**config.mk**
```make
export PLATFORM = sky130hd
export DESIGN_NAME = uart_tx_arbiter
export DESIGN_NICKNAME = d
export VERILOG_FILES = /design/src/rtl/uart_pkg.sv /design/src/rtl/rr_pick.sv /design/src/rtl/uart_tx_arbiter.sv
export SDC_FILE = /design/constraint.sdc
export NUM_CORES = 1
export LEC_CHECK = 0
export ABC_CLOCK_PERIOD_IN_PS = 3800
export CAP_MARGIN = 0
export CORE_UTILIZATION = 35
export DETAILED_ROUTE_END_ITERATION = 16
export PLACE_DENSITY = 0.67
export SLEW_MARGIN = 25
export SYNTH_ARGS = -nofsm -noshare
export SYNTH_HDL_FRONTEND = slang
export SYNTH_SLANG_ARGS = --single-unit
export TNS_END_PERCENT = 30
```
**constraint.sdc**
```tcl
create_clock -name clk -period 3.8 [get_ports clk]
set_input_delay 0.38 -clock clk [delete_from_list [all_inputs] [get_ports clk]]
set_output_delay 0.38 -clock clk [all_outputs]
set_load 0.05 [all_outputs]
```
**src/rtl/uart_pkg.sv**
```systemverilog
// Shared types and constants for the UART transmit path.
package uart_pkg;

  localparam int UART_DATA_W = 8;

  typedef enum logic [1:0] {
    ARB       = 2'd0,
    LAUNCH    = 2'd1,
    WAIT_BUSY = 2'd2,
    WAIT_DONE = 2'd3
  } arb_state_t;

endpackage

```
**src/rtl/rr_pick.sv**
```systemverilog
// Combinational round-robin selector: grants the first set bit of 'valid'
// found by searching upward from ptr+1, wrapping around, ending at ptr itself.
module rr_pick #(
  parameter int N = 4
) (
  input  logic [N-1:0]         valid,
  input  logic [$clog2(N)-1:0] ptr,
  output logic [N-1:0]         grant,
  output logic [$clog2(N)-1:0] idx,
  output logic                 any
);

  localparam int IW = $clog2(N);

  logic [IW-1:0] cand;

  // Priority search starting just after the last winner.
  // NOTE: every variable gets a default before the loop so no path leaves one unassigned (no latch).
  always_comb begin
    grant = '0;
    idx   = '0;
    any   = 1'b0;
    cand  = '0;
    for (int k = 1; k <= N; k++) begin
      cand = IW'((int'(ptr) + k) % N);
      if (!any && valid[cand]) begin
        any         = 1'b1;
        grant[cand] = 1'b1;
        idx         = cand;
      end
    end
  end

endmodule

```
**src/rtl/uart_tx_arbiter.sv**
```systemverilog
// Round-robin arbiter sharing one UART transmitter among NUM_REQ clients.
// Optional packet lock: define UART_TX_ARB_PKT_LOCK_EN to keep the grant on
// one client until it transfers a byte flagged req_last.
module uart_tx_arbiter
  import uart_pkg::*;
#(
  parameter int NUM_REQ = 4,
  parameter int DATA_W  = UART_DATA_W
) (
  input  logic                         clk,
  input  logic                         rst_n,
  input  logic                         enable,
  input  logic [NUM_REQ-1:0]           req_valid,
  input  logic [NUM_REQ*DATA_W-1:0]    req_data,
  input  logic [NUM_REQ-1:0]           req_last,
  output logic [NUM_REQ-1:0]           req_ready,
  output logic [DATA_W-1:0]            tx_data,
  output logic                         tx_start,
  input  logic                         tx_busy,
  output logic [$clog2(NUM_REQ)-1:0]   grant_id,
  output logic                         grant_active
);

  localparam int IW = $clog2(NUM_REQ);

  arb_state_t         state, state_next;
  logic [IW-1:0]      ptr;
  logic [NUM_REQ-1:0] cand_valid;
  logic [NUM_REQ-1:0] pick_onehot;
  logic [IW-1:0]      pick_idx;
  logic               pick_any;
  logic               fire;

`ifdef UART_TX_ARB_PKT_LOCK_EN
  logic          locked;
  logic [IW-1:0] lock_id;

  // While locked, only the owning client may compete.
  always_comb begin
    cand_valid = req_valid;
    if (locked) begin
      cand_valid          = '0;
      cand_valid[lock_id] = req_valid[lock_id];
    end
  end

  // Lock on any byte that is not the end of its packet; unlock on the last one.
  always_ff @(posedge clk or negedge rst_n) begin
    if (!rst_n) begin
      locked  <= 1'b0;
      lock_id <= '0;
    end else if (fire) begin
      locked  <= !req_last[pick_idx];
      lock_id <= pick_idx;
    end
  end
`else
  assign cand_valid = req_valid;

  logic unused_last;
  assign unused_last = ^req_last;
`endif

  rr_pick #(.N(NUM_REQ)) u_pick (
    .valid (cand_valid),
    .ptr   (ptr),
    .grant (pick_onehot),
    .idx   (pick_idx),
    .any   (pick_any)
  );

  // NOTE: rst_n gates the handshake so req_ready reads zero for the whole reset window, not just after an edge.
  assign fire      = rst_n && (state == ARB) && enable && !tx_busy && pick_any;
  assign req_ready = {NUM_REQ{fire}} & pick_onehot;
  assign tx_start  = (state == LAUNCH);

  // State register.
  // NOTE: sequential state uses non-blocking assignments so all flops update together at the edge.
  always_ff @(posedge clk or negedge rst_n) begin
    if (!rst_n) state <= ARB;
    else        state <= state_next;
  end

  // Next-state logic.
  always_comb begin
    state_next = state;
    unique case (state)
      ARB:       if (fire)     state_next = LAUNCH;
      LAUNCH:                  state_next = WAIT_BUSY;
      WAIT_BUSY: if (tx_busy)  state_next = WAIT_DONE;
      WAIT_DONE: if (!tx_busy) state_next = ARB;
      default:                 state_next = ARB;
    endcase
  end

  // Capture the granted byte and bookkeeping; ptr starts at the top so client 0 wins first.
  always_ff @(posedge clk or negedge rst_n) begin
    if (!rst_n) begin
      ptr          <= IW'(NUM_REQ - 1);
      tx_data      <= '0;
      grant_id     <= '0;
      grant_active <= 1'b0;
    end else if (fire) begin
      tx_data      <= req_data[int'(pick_idx)*DATA_W +: DATA_W];
      grant_id     <= pick_idx;
      ptr          <= pick_idx;
      grant_active <= 1'b1;
    end else if (state == WAIT_DONE && !tx_busy) begin
      grant_active <= 1'b0;
    end
  end

endmodule

```
==> metrics.md <==
| Metric | Value |
|---|---|
| Switching share of power | about half |
| Final worst path period need | ~3600 ps |
| R2r worst-path depth | 8 |
| Top-area cell type share of the netlist area | 22.2% |
| Most used DFF post-synth | dfrtp_1 |
| Clock Latency Late Sink | between 200 and 250 ps |
| Setup violators final | 0 |
| Dpl cells | around 250 |
| Slowest CP cell | dfstp_4 |
| Fmax | 278 MHz |
| # IOs | 60 |
| Post-synthesis cell type count | 43 |
| Design Area, Final | 2120 µm² |
| Reg-to-Reg Start | ptr[0] |
| Synth-to-layout area growth | 44.6% |
| Starting Density | 36.7% |
| CP startpoint kind | register |
| R2R Setup Slk | 440 ps |
| Routed len/inst | 13.5 µm |
| Hold WS | 447 ps |
| Clock sink count | 15 |
| Via Count | about 1400 |
| CP arrival | ~3200 ps |
| Hold-fix buffers at CTS | 0 |
| Number of diodes | 0 |
| Seq/Total Area, Yosys | 25.7% |
| Clock Tree Root | clkbuf_8 |
| Fin. Hold Viols | 0 |
| Synth Cell Area | between 1000 and 1500 µm² |
| Total power per unit cell area | 919 nW/µm² |
| Status | completed |
| RSZ-0062 raised after global routing | false |
| Htree depth | 1 |
| Non-filler cells, final | 257 |
| Clock Path Buffers | 2 |
| Worst EP required | 3420 ps |
| Worst hold path class | input pin to asynchronous set/reset pin |
| GRT overflow | 0 |
| TritonCTS clock tree | built |
| Yosys warning count | 0 |
| Layout net count | 265 |
| Die Ht | roughly 67 µm |
| PortBufs | 55 |
| Worst-path maximum fanout | 18 |
| Max-slew violation count | 0 |
| Area of the die | 4460 µm² |
| Hpwl dp | 2730 µm |
| Slew Limit Headroom | 64.8% |
| Vias in the first global route | 1321 |
| Switching pwr | between 900 and 1000 µW |
| Multi-input logic area | 1020 µm² |
| Pin count of the biggest net entering global routing | 20 |
| CP Capture Type | primary output |
| Placer's final routability congestion estimate | 0.735 |
| Final clock skew | between 1.5 and 2 ps |
| Core area | about 4000 µm² |
| Initial antenna violation count | 0 |
| Max-cap viol count | 0 |
| Final Util | ~53% |
| Crit path cell chain | inv_1 > ha_1 > buf_4 > mux4_2 > nor2b_1 > a22oi_1 > nor2_1 > a221oi_1 > nor2_1 > buf_4 |
| WP buf/inv | 3 |
| TritonCTS Buffers | 3 |
| Internal cell power | 996 µW |
| Critical path's largest stage delay | 740 ps |
| Gr usage total | 16.3% |
| R2R Path End | tx_data[7] |
| Sequential cell fraction of total power | 17.7% |
| Share of cells above drive strength 1 | 15.5% |
| Least-Margin Pin Slew | approximately 530 ps |
| Top cell family by delay on the critical path | flip-flops |
| Initial DRC Count | a little over 70 |
| DRC viols | 0 |
| Final WL | 3470 µm |
| Logic pwr share | between 70% and 80% |
| Post-synth top area cell | dfrtp_1 |
| Drt via density | 5.39 |
| Max rail drop VDD | 0.585 mV |
| Area occupied by registers | 382 µm² |
| Average cell area after synthesis | 9.72 µm² |
| Clock Power Share | 6.5% |
| FILL cells | 363 |
| Clock slew at reported path FFs | 60 ps |
| Critical setup path kind | register to primary output |
| Dpl cell area | roughly 2100 µm² |
| Area contributors post-synth | dfrtp_1, ha_1, mux2i_1, mux2_2, mux4_2 |
| Synth Net Count | roughly 210 |
| First-pass GRT wire length | 5570 µm |
| Post-Synthesis Cells | 151 |
| Fin Setup TNS | 0 ps |
| Die span in x | 66.8 µm |
| Ys async rst share | 100% |
| Period utilisation layout | 94.6% |
| Rows | 23 |
| Routed Antenna Nets | 0 |
| Yosys reg bits | 15 |
| Leakage dissipation | 0.000916 µW |
| Drt pass-1 iters | 4 |
| Number of flops mapped to enable cells by yosys | 0 |
## cell usage in the layout, fill, tap and decap left out, types with 3 or more instances in the layout
cell	synthesis	final
clkdlybuf4s50_1	0	51
mux2i_1	16	16
nand2_1	13	13
ha_1	13	13
dfrtp_1	13	13
nor2_1	10	10
buf_4	1	10
mux2_2	9	9
o21ai_1	7	7
inv_1	6	6
a22oi_1	5	5
a221oi_1	5	5
mux4_2	4	4
nor2b_1	4	4
o21ai_0	4	4
a211oi_1	3	3
clkbuf_8	0	3
## per-stage QoR
| stage | power [µW] | setup WS, ps |
|---|---|---|
| 2_1_floorplan | 1460 | 39.6 |
| 3_3_place_gp | 1750 | 414 |
| 3_5_place_dp | 1800 | 328 |
| 4_1_cts | 1930 | 87.4 |
| 5_1_grt | 2090 | 50.0 |
| 6_report | 1950 | 206 |
## cells by family (layout without fill, tap and decap cells)
kind of cell | Yosys count | count (layout) | synth area share (%)
AO/OA/AOI/OAI | 41 | 41 | 21.3
AND/OR/NAND/NOR | 37 | 37 | 12.4
multiplexers | 30 | 30 | 24.7
flip-flops | 15 | 15 | 25.7
buffers and inverters | 15 | 71 | 4.77
adder cells (fa/ha/maj) | 13 | 13 | 11.1
## area by class of cell
cell class	count	area share, %
tap	50	2.95
timing repair buffer	61	27.6
multi-input combinational	121	48.3
inverter	6	1.06
clock buffer	4	2.12
sequential	15	18.0
## worst register-to-register path: stages, from the launching register on
cell and delay, ps:
dfstp_4 740, inv_1 170, ha_1 350, mux4_2 390
or2_1 380, a221o_1 430, a21oi_4 340, mux2_1 360
o21ai_1 140
## synth_stat cells, types with 5 or more instances
| cell type | number |
|---|---|
| a221oi_1 | 5 |
| a22oi_1 | 5 |
| clkbuf_1 | 5 |
| dfrtp_1 | 13 |
| ha_1 | 13 |
| inv_1 | 6 |
| mux2_2 | 9 |
| mux2i_1 | 16 |
| nand2_1 | 13 |
| nor2_1 | 10 |
| o21ai_1 | 7 |
## worst max path at each step
| stage | cells past startpoint | slack (ps) | to | from |
|---|---|---|---|---|
| 6_report | 10 | 210 | req_ready[0] | ptr[0] |
| 5_1_grt | 10 | 50 | req_ready[0] | ptr[0] |
| 4_1_cts | 10 | 90 | req_ready[1] | ptr[0] |
| 3_5_place_dp | 9 | 330 | tx_data[6] | ptr[0] |
| 3_3_place_gp | 9 | 410 | tx_data[2] | ptr[0] |
| 2_1_floorplan | 10 | 40 | req_ready[0] | ptr[0] |
## flip-flops by register name, indices dropped and copies added, names as in the netlist
name / cells
grant_id: 2
state: 2
ptr: 2
grant_active: 1
tx_data: 8
## power by group through the flow
stage	clock, µW	sequential, µW	combinational, µW
floorplan	0	503	960
global placement	0	335	1410
detailed placement	0	345	1450
CTS	130	343	1460
global route	136	360	1600
finish	127	345	1480
## repair_timing
item | 4_1_cts | 5_1_grt
gates resized for setup | 0 | 2
setup endpoints to repair | 0 | 4
setup buffers | 0 | 2
## metal layers
layer	routed length (µm)	up-vias	track usage [%]
met5	0	-	0
met4	19	0	4.26
met3	189	2	4.11
met2	1810	45	30.1
met1	1450	660	18.3
li1	-	677	-
(Power assumes the default switching activity.)
